`config.mk`:
```
export PLATFORM = sky130hd
export DESIGN_NAME = tt_scan
export DESIGN_NICKNAME = d
export VERILOG_FILES = /design/src/rtl/tt_pkg.sv /design/src/rtl/tt_settle_cnt.sv /design/src/rtl/tt_scan.sv
export SDC_FILE = /design/constraint.sdc
export NUM_CORES = 1
export LEC_CHECK = 0
export CAP_MARGIN = 20
export CORE_ASPECT_RATIO = 1.75
export CORE_MARGIN = 5
export CORE_UTILIZATION = 46
export DETAILED_ROUTE_END_ITERATION = 12
export GPL_ROUTABILITY_DRIVEN = 0
export PLACE_DENSITY = 0.81
export SLEW_MARGIN = 20
export SYNTH_ARGS = -nofsm -noshare
export SYNTH_HDL_FRONTEND = slang
export SYNTH_SLANG_ARGS = --single-unit
```
`constraint.sdc`:
```
create_clock -name clk -period 1.95 [get_ports clk]
set_input_delay 0.585 -clock clk [delete_from_list [all_inputs] [get_ports clk]]
set_output_delay 0.585 -clock clk [all_outputs]
set_load 0.1 [all_outputs]
```
`src/rtl/tt_pkg.sv`:
```
// Shared definitions for the truth-table scanner and its downstream consumers.
//   tt_state_e : scanner FSM states
//   row_t      : one captured truth-table row (index, observed outputs, mismatch flag)
//                sized for the default 5-in / 5-out exercise blocks
//   tt_cnt_w() : width helper for the settle counter (never zero)
package tt_pkg;

  typedef enum logic [1:0] {
    ST_IDLE,
    ST_SETTLE,
    ST_PRESENT,
    ST_DONE
  } tt_state_e;

  localparam int TT_IDX_W  = 5;
  localparam int TT_DATA_W = 5;

  typedef struct packed {
    logic [TT_IDX_W-1:0]  idx;
    logic [TT_DATA_W-1:0] data;
    logic                 mis;
  } row_t;

  function automatic int tt_cnt_w(input int n);
    return (n <= 1) ? 1 : $clog2(n);
  endfunction

endpackage

```
`src/rtl/tt_settle_cnt.sv`:
```
// Settle-time counter for tt_scan.
//   clk, rst : clock, asynchronous active-high reset
//   clr      : load zero (takes priority over en)
//   en       : count up; holds once the terminal value is reached
//   hit      : counter equals SETTLE-1
module tt_settle_cnt
  import tt_pkg::*;
#(
  parameter int SETTLE = 1
) (
  input  logic clk,
  input  logic rst,
  input  logic clr,
  input  logic en,
  output logic hit
);

  localparam int              CW   = tt_cnt_w(SETTLE);
  localparam logic [CW-1:0]   LAST = CW'(SETTLE - 1);

  logic [CW-1:0] cnt;

  always_ff @(posedge clk or posedge rst) begin
    if (rst) begin
      cnt <= '0;
    end else if (clr) begin
      cnt <= '0;
    end else if (en && !hit) begin
      cnt <= cnt + 1'b1;
    end
  end

  assign hit = (cnt == LAST);

endmodule

```
`src/rtl/tt_scan.sv`:
```
// Exhaustive truth-table scanner. Drives every input combination in order,
// waits SETTLE cycles, captures the combinational block's response and hands
// each row downstream over valid/ready, counting rows where the canonical
// output (REF_BIT) and reduced output (CMP_BIT) disagree.
//   clk, rst     : clock, asynchronous active-high reset
//   start        : scan request, sampled only in IDLE
//   in_vec       : stimulus to the block under test
//   out_vec      : response from the block under test
//   row_valid / row_ready : row handshake
//   row_idx, row_data, row_mis : presented row
//   busy         : FSM not idle
//   done         : one-cycle pulse after the last row is accepted
//   mismatch_cnt : mismatching rows in the current/last scan
module tt_scan
  import tt_pkg::*;
#(
  parameter int N_IN    = 5,
  parameter int N_OUT   = 5,
  parameter int SETTLE  = 1,
  parameter int REF_BIT = 4,
  parameter int CMP_BIT = 0
) (
  input  logic             clk,
  input  logic             rst,
  input  logic             start,
  output logic [N_IN-1:0]  in_vec,
  input  logic [N_OUT-1:0] out_vec,
  output logic             row_valid,
  input  logic             row_ready,
  output logic [N_IN-1:0]  row_idx,
  output logic [N_OUT-1:0] row_data,
  output logic             row_mis,
  output logic             busy,
  output logic             done,
  output logic [N_IN:0]    mismatch_cnt
);

  function automatic logic mis_of(input logic [N_OUT-1:0] v);
    return v[REF_BIT] ^ v[CMP_BIT];
  endfunction

  tt_state_e state, state_nx;
  logic      cnt_clr, cnt_en, cnt_hit;
  logic      hs, last_row, cap;

  tt_settle_cnt #(.SETTLE(SETTLE)) u_cnt (
    .clk (clk),
    .rst (rst),
    .clr (cnt_clr),
    .en  (cnt_en),
    .hit (cnt_hit)
  );

  assign hs       = (state == ST_PRESENT) && row_valid && row_ready;
  assign last_row = &in_vec;
  assign cap      = (state == ST_SETTLE) && cnt_hit;

  always_comb begin
    state_nx = state;
    cnt_clr  = 1'b0;
    cnt_en   = 1'b0;
    case (state)
      ST_IDLE: begin
        if (start) begin
          state_nx = ST_SETTLE;
          cnt_clr  = 1'b1;
        end
      end
      ST_SETTLE: begin
        cnt_en = 1'b1;
        if (cnt_hit) state_nx = ST_PRESENT;
      end
      ST_PRESENT: begin
        if (hs) begin
          if (last_row) begin
            state_nx = ST_DONE;
          end else begin
            state_nx = ST_SETTLE;
            cnt_clr  = 1'b1;
          end
        end
      end
      ST_DONE: state_nx = ST_IDLE;
      default: state_nx = ST_IDLE;
    endcase
  end

  always_ff @(posedge clk or posedge rst) begin
    if (rst) state <= ST_IDLE;
    else     state <= state_nx;
  end

  // Stimulus, capture and counters; in_vec only moves on the start edge or a
  // handshake edge so the block always has SETTLE full cycles before capture.
  always_ff @(posedge clk or posedge rst) begin
    if (rst) begin
      in_vec       <= '0;
      row_valid    <= 1'b0;
      row_idx      <= '0;
      row_data     <= '0;
      done         <= 1'b0;
      mismatch_cnt <= '0;
    end else begin
      done <= (state == ST_PRESENT) && (state_nx == ST_DONE);
      if ((state == ST_IDLE) && start) begin
        in_vec       <= '0;
        mismatch_cnt <= '0;
      end
      if (cap) begin
        row_data     <= out_vec;
        row_idx      <= in_vec;
        row_valid    <= 1'b1;
        mismatch_cnt <= mismatch_cnt + {{N_IN{1'b0}}, mis_of(out_vec)};
      end
      if (hs) begin
        row_valid <= 1'b0;
        if (!last_row) in_vec <= in_vec + 1'b1;
      end
    end
  end

  assign row_mis = mis_of(row_data);
  assign busy    = (state != ST_IDLE);

endmodule

```
======== Word-level counts from Yosys, hierarchy flattened ========
Cells that the tools add are included.
cells by class
  bitwise logic cells ..................... 3
  mux-type cells .......................... 19
  reductions and logical operators ........ 12
  add/sub/neg operators ................... 3
  equality and inequality tests ........... 4
operator list
  kind                                            number
  two-way mux 5 bit                               3
  two-way mux 6 bit                               2
  two-way mux 1 bit                               8
  two-way mux 2 bit                               4
  one-hot mux 2 bit (4 select lines)              1
  nonzero test 2 bit                              4
  adder 6 x 1 -> 6 bit                            1
  == test 2 bit (second input constant)           3
  logical AND 1 bit                               6
  adder 5 x 1 -> 5 bit (second input constant)    1
  AND reduction 5 bit                             1
  == test 2 x 1 -> 1 bit (second input constant)  1
  zero test 2 bit                                 1
  one-hot mux 1 bit (2 select lines)              1
  XOR 1 bit                                       2
  adder 1 bit (second input constant)             1
  inverter 1 bit                                  1
storage, ports and cells
  input bits .............................. 9
  output and inout port bits .............. 25
  bits in registers ....................... 26

======== Depth between registers and ports, before layout ========
Gate-level depths: netlist of the first run.
  depth after elaboration ................. 7
  gate-level depth with buffers ........... 6
  mapped depth without buffers ............ 6

======== Cells and area by module ========
From an unflattened synthesis of the first run, not the netlist that was laid out.
unflattened totals
  cells, all modules ...................... 126
  area, all modules ....................... 1236.2 um2
by module, submodules not included
  module         seq. area each (um2)  instances  area an instance (um2)  cells an instance
  tt_scan        625.6                 1          1191.1                  122
  tt_settle_cnt  25.0                  1          45.0                    4

======== Worst setup path after synthesis of the first run ========
Ideal clock, no wire load.
  kind .................................... register -> output
  start point ............................. reg row_data[0]
  end point ............................... out row_mis
  cell stages (with the launch flop) ...... 2
  arrival time ............................ 2.429 ns
  slack ................................... -1.064 ns
  cells stage by stage .................... dfrtp_1 -> xor2_1
between the ends
  cells in the longest elaborated chain, start to end .. 1
RTL lines
  element                   RTL line        source
  start: declaration        tt_scan.sv:31   output logic [N_OUT-1:0] row_data,
  start signal: assignment  tt_scan.sv:110  row_data <= out_vec;
  XOR 1 bit                 tt_scan.sv:39   return v[REF_BIT] ^ v[CMP_BIT];
  end: declaration          tt_scan.sv:32   output logic row_mis,
No other way between the ends.

======== Worst setup path after layout of the first run ========
  start point ............................. reg state[1]
  end point ............................... out busy
between the ends
  cells in the longest elaborated chain, start to end .. 1
RTL lines
  element                   RTL line        source
  start: declaration        tt_scan.sv:42   tt_state_e state, state_nx;
  start signal: assignment  tt_scan.sv:90   else state <= state_nx;
  nonzero test 2 bit        tt_scan.sv:123  assign busy = (state != ST_IDLE);
  end: declaration          tt_scan.sv:33   output logic busy,
No other way between the ends.

==> run metrics, run 1 <==
skew final=0.00377 ns; Worst Tran Pin Value=0.322 ns; # IOs=34; RSZ-0062 raised after global routing=no; largest net degree at the start of global routing=27; ys async rst share=between 90% and 100%; Synth Cell Area=around 1200 um^2; hold_buf cts=0; Clk Latency, worst-skew pair=0.26 ns; die height=a little under 80 um; share of cells above drive strength 1=40.8%; Hold Path Class=reg2reg; status=finished clean; ANT nets after route=0; Die Wd=about 50 um; final WL=2780 um; final slew viol count=0; Leakage=about 0.89 nW; PD cells=approximately 1800 nW/um^2; Critical path origin=state[1]; H-tree levels=1; # clock sinks=26; minimum clock period=1.88 ns; initial antenna violation count=0; Post-DP HPWL=2150 um; CTS Buf Count=3; NumNets Final=156; clock buffer depth=2; Worst VDD drop=1270 uV; Crit path required time=1.36 ns; core area=2490 um^2; Fillers=150; number of global-route vias before repair=1043; first-pass GRT wire length=~4900 um; Initial Utilization=48.3%; flops & latches, synth=26; Synth Flop Type=dfrtp_1; crit start category=flip-flop; die area=3780 um^2; Final Hold Vio Count=0; Root Driver=clkbuf_8; port bufs=33; vias per inst=5.59; gr usage total=16.1%; Synthesis Warnings=0; drt wl/cell=16.6 um; 1st-pass router iterations=4; Area contributors post-synth=dfrtp_1 54%, mux2_2 9.3%, ha_1 4.2%, mux2i_1 4.2%, o21ai_0 2.9%; critical path fanouts, max=9; CTS tree=built; DR vias=about 940; Worst Setup End Kind=output port; Cell Rows=24; Min Hold Slack=roughly 0.58 ns; Gate Count Post-Synth=102; ant diodes=0; placed inst area=1870 um^2; sequential share of the synthesized area=between 50% and 60%; Hold Startpoint=mismatch_cnt[5]; syn_area_per_cell=about 12 um^2; synth unique cells=28; final setup fails=0; GRT Residual Overflow=0; post-CTS resize count=0; Max-Cap Viols=0; Setup Fix Bufs, Post-CTS=0; crit share post-route=96.3%; Syn Nets=115; area of the multi-input gates=528 um^2; Arr. time, crit path=roughly 1.3 ns; DR iter-0 viols=36; Crit Path Class=reg2out; final core utilization=between 70% and 80%; Area growth, synth to finish=60.0%; fmax=532 MHz; Remaining DRCs=0; leading area contributor after synthesis=dfrtp_1; area fraction of the dominant cell type after synthesis=between 50% and 60%; design area=roughly 1900 um^2; RR Startpoint=in_vec[0]; number of flops mapped to enable cells by yosys=0; Slew HR=78.5%; Worst-path clk slew=0.08 ns; total power=0.00341 W; FF/Latch Area=661 um^2
[where the power goes]
group	total (W)	switching [W]	internal [W]
Sequential	0.000892	0.000211	0.000681
Combinational	0.00219	0.00136	0.000822
Clock	0.000335	0.000155	0.000180
[cell usage in the layout, fill, tap and decap left out, types with 3 or more instances in the layout]
cell	synthesis	final
buf_12	0	25
clkbuf_8	0	4
mux2_2	10	10
nand3_1	4	4
dfrtp_1	26	20
nand2_1	9	9
inv_1	5	5
clkdlybuf4s50_1	0	8
mux2i_1	5	5
nand4_1	3	3
buf_4	1	7
dfrtp_2	0	5
nor2_1	4	4
o21ai_0	7	7
ha_1	4	3
[final timing paths]
path                                         to  slack (ns)  cells past startpoint
worst min register to register  mismatch_cnt[5]        0.58                      1
max in group asynchronous             in_vec[0]        1.02                      3
worst min-delay path            mismatch_cnt[5]        0.58                      1
min in group asynchronous       mismatch_cnt[0]        0.66                      3
worst max-delay path                       busy        0.07                      2
worst max register to register        in_vec[3]        0.12                      5
[through the flow]
stage / setup slack [ns] / setup TNS (ns) / cells
3_5_place_dp: -0.0674 / -0.359 / 164
5_1_grt: 0.0251 / 0 / 168
3_3_place_gp: -0.0415 / -0.140 / 164
4_1_cts: 0.0656 / 0 / 168
6_report: 0.0714 / 0 / 168
2_1_floorplan: 0.0108 / 0 / 102
[cells in the mapped netlist (2+ instances only)]
| library cell | number |
|---|---|
| a22o_1 | 2 |
| a31o_2 | 2 |
| and3_1 | 2 |
| buf_2 | 2 |
| dfrtp_1 | 26 |
| ha_1 | 4 |
| inv_1 | 5 |
| mux2_2 | 10 |
| mux2i_1 | 5 |
| nand2_1 | 9 |
| nand2b_1 | 2 |
| nand3_1 | 4 |
| nand4_1 | 3 |
| nor2_1 | 4 |
| o211ai_1 | 2 |
| o21ai_0 | 7 |
| xor2_1 | 2 |
[worst max-delay path, stage by stage (launching register included)]
cell and delay (ns):
dfrtp_1 0.49, or2_2 0.36, buf_12 0.17
[cell families (layout without fill, tap and decap cells)]
group,Yosys count,count (layout),synth area share (%)
and+or+nand+nor,31,31,14.9
DFF,26,26,54.0
AOI/OAI and AO/OA,15,15,8.10
muxes,15,15,13.5
buffers and inverters,9,49,3.95
adders and majority gates,4,4,4.15
xor gates and xnor gates,2,2,1.45
[sequential cells by signal, indices dropped and copies added (netlist names)]
register and flops:
row_data 5, mismatch_cnt 6, done 1, in_vec 5, u_cnt.cnt 1, row_idx 5
row_valid 1, state 2
[layer usage]
metal | part of all wire (%) | up-vias | GRT usage [%]
met5 | 0 | - | 0
met4 | 3.2 | 0 | 8.09
met3 | 4.8 | 10 | 4.02
met1 | 38 | 459 | 17.7
met2 | 54 | 27 | 28.1
li1 | - | 443 | -
[cell type report]
| class | instances | share of cell area, % |
|---|---|---|
| Clock buffer | 4 | 2.86 |
| Inverter | 5 | 0.973 |
| Multi-Input combinational cell | 67 | 27.4 |
| Sequential cell | 26 | 34.3 |
| Tap cell | 26 | 1.69 |
| Timing Repair Buffer | 40 | 32.8 |
Note: power is estimated with default switching activity, not from simulation.
==> inputs of run 2 (changes only) <==
CTS_CLUSTER_SIZE = 25   (was not set)
==> results of run 2 <==
The final DEF is identical to that of run 1; final timing and power are the same.
==> inputs of run 3 (changes only) <==
SETUP_SLACK_MARGIN = 0.1   (was not set)
==> run metrics, run 3 (same netlist as run 1, synthesis figures left out) <==
status=finished clean; Hold Startpoint=mismatch_cnt[5]; Clock power frac=8.9%; Root Driver=clkbuf_8; CP Buf/Inv Count=1; vias per inst=5.80; placed cells=around 160; max FFs per register=6; Crit path required time=1.36 ns; Worst Setup End Kind=output port; fmax=between 500 and 600 MHz; Slew HR=between 70% and 80%; placed inst area=1890 um^2; Arr. time, crit path=1.21 ns; GRT Residual Overflow=0; CTS tree=built; Hold Path Class=reg2reg; Leakage=roughly 0.90 nW; Clk Latency, worst-skew pair=0.27 ns; cells along the critical path=or2_2 -> buf_12; critical path fanouts, max=6; first-pass GRT wire length=5000 um; DR vias=991; largest net degree at the start of global routing=27; port bufs=33; crit start category=flip-flop; die area=about 3800 um^2; commonest non-fill, non-tap cell in the layout=buf_12; design area=1970 um^2; # clock sinks=26; final worst slack=0.157 ns; drt wl/cell=between 15 and 20 um; CTS Buf Count=3; clock buffer depth=2; Remaining DRCs=0; R2R depth=5; RR Startpoint=in_vec[0]; slowest stage delay, CP=0.45 ns; final setup fails=0; worst reg2reg endpoint=in_vec[3]; Area growth, synth to finish=63.7%; RSZ-0062 raised after global routing=no; combinational share of power=65.1%; final core utilization=79.1%; final WL=2950 um; H-tree levels=1; core area=2490 um^2; DR iter-0 viols=40; largest reg by FF count=mismatch_cnt; Post-DP HPWL=~2300 um; WHS Endpoint=mismatch_cnt[5]; final slew viol count=0; die height=77.7 um; Non-Filler Instances=171; cell family with most CP delay=flip-flops; hold path depth=1; ANT nets after route=0; Worst VDD drop=between 1000 and 1500 uV; fraction of power spent switching nets=50.6%; skew final=0.00253 ns; # IOs=34; 1st-pass router iterations=5; Crit Path Class=reg2out; Die Wd=48.7 um; Fillers=roughly 150; share of cells above drive strength 1=between 40% and 50%; minimum clock period=1.79 ns; Worst-path clk slew=roughly 0.08 ns; Seq pwr share=26.1%; Final Hold Vio Count=0; Power Internal=0.00171 W; Initial Utilization=48.3%; Min Hold Slack=0.562 ns; number of global-route vias before repair=1091; Worst Tran Pin Value=0.320 ns; slowest CP cell=dfrtp_2; net switching power=0.00175 W; Cell Rows=24; commonest cells after routing, fill and taps aside=25 x buf_12, 17 x dfrtp_1, 10 x mux2_2, 10 x buf_4, 9 x nand2_1; PD cells=1750 nW/um^2; crit share post-route=92.0%; ant diodes=0; NumNets Final=159; flop2flop setup slack=0.18 ns; Max-Cap Viols=0; initial antenna violation count=0; pre-CTS worst setup slack=-0.151 ns; gr usage total=16.5%
==> run 3: final cells by class <==
class                           instances  area (um^2)  share of cell area [%]
Clock buffer                            4         45.0                    2.28
Timing Repair Buffer                   43          661                    33.5
Tap cell                               26         32.5                    1.65
Inverter                                5         18.8                   0.952
Multi-Input combinational cell         67          543                    27.5
Sequential cell                        26          672                    34.1
==> run 3: power by group through the flow <==
| stage | sequential (W) | combinational, W | clock, W |
|---|---|---|---|
| 3_5_place_dp | 0.000935 | 0.00219 | 0 |
| 3_3_place_gp | 0.000915 | 0.00215 | 0 |
| 2_1_floorplan | 0.00160 | 0.000687 | 0 |
| 4_1_cts | 0.000908 | 0.00223 | 0.000316 |
| 5_1_grt | 0.000924 | 0.00233 | 0.000335 |
| 6_report | 0.000900 | 0.00225 | 0.000306 |
==> run 3: what timing repair did <==
item                                    in CTS  in global routing
resized for setup                            2                  3
hold buffers                                 0                  0
cloned                                       0                  0
pin swaps                                    0                  2
endpoints found under the setup margin       1                  3
buffers inserted                             1                  2
==> run 3: metal layers <==
| metal | track usage (%) | part of all wire (%) | up-vias |
|---|---|---|---|
| li1 | - | - | 445 |
| met1 | 16.1 | 32 | 492 |
| met2 | 31.2 | 59 | 41 |
| met3 | 3.45 | 5.2 | 13 |
| met4 | 8.89 | 3.2 | 0 |
| met5 | 0 | 0 | - |
==> run 3: worst max path at each step <==
stage           startpoint               to  cells past startpoint
2_1_floorplan  row_data[4]          row_mis                      1
3_3_place_gp    out_vec[4]  mismatch_cnt[5]                      6
3_5_place_dp    out_vec[0]  mismatch_cnt[5]                      6
4_1_cts           state[0]             busy                      2
5_1_grt           state[0]             busy                      2
6_report          state[0]             busy                      2
==> run 3: metrics by stage <==
step	total power, W	TNS (ns)
2_1_floorplan	0.00229	0
3_3_place_gp	0.00307	-0.0418
3_5_place_dp	0.00313	-0.492
4_1_cts	0.00346	0
5_1_grt	0.00359	0
6_report	0.00346	0
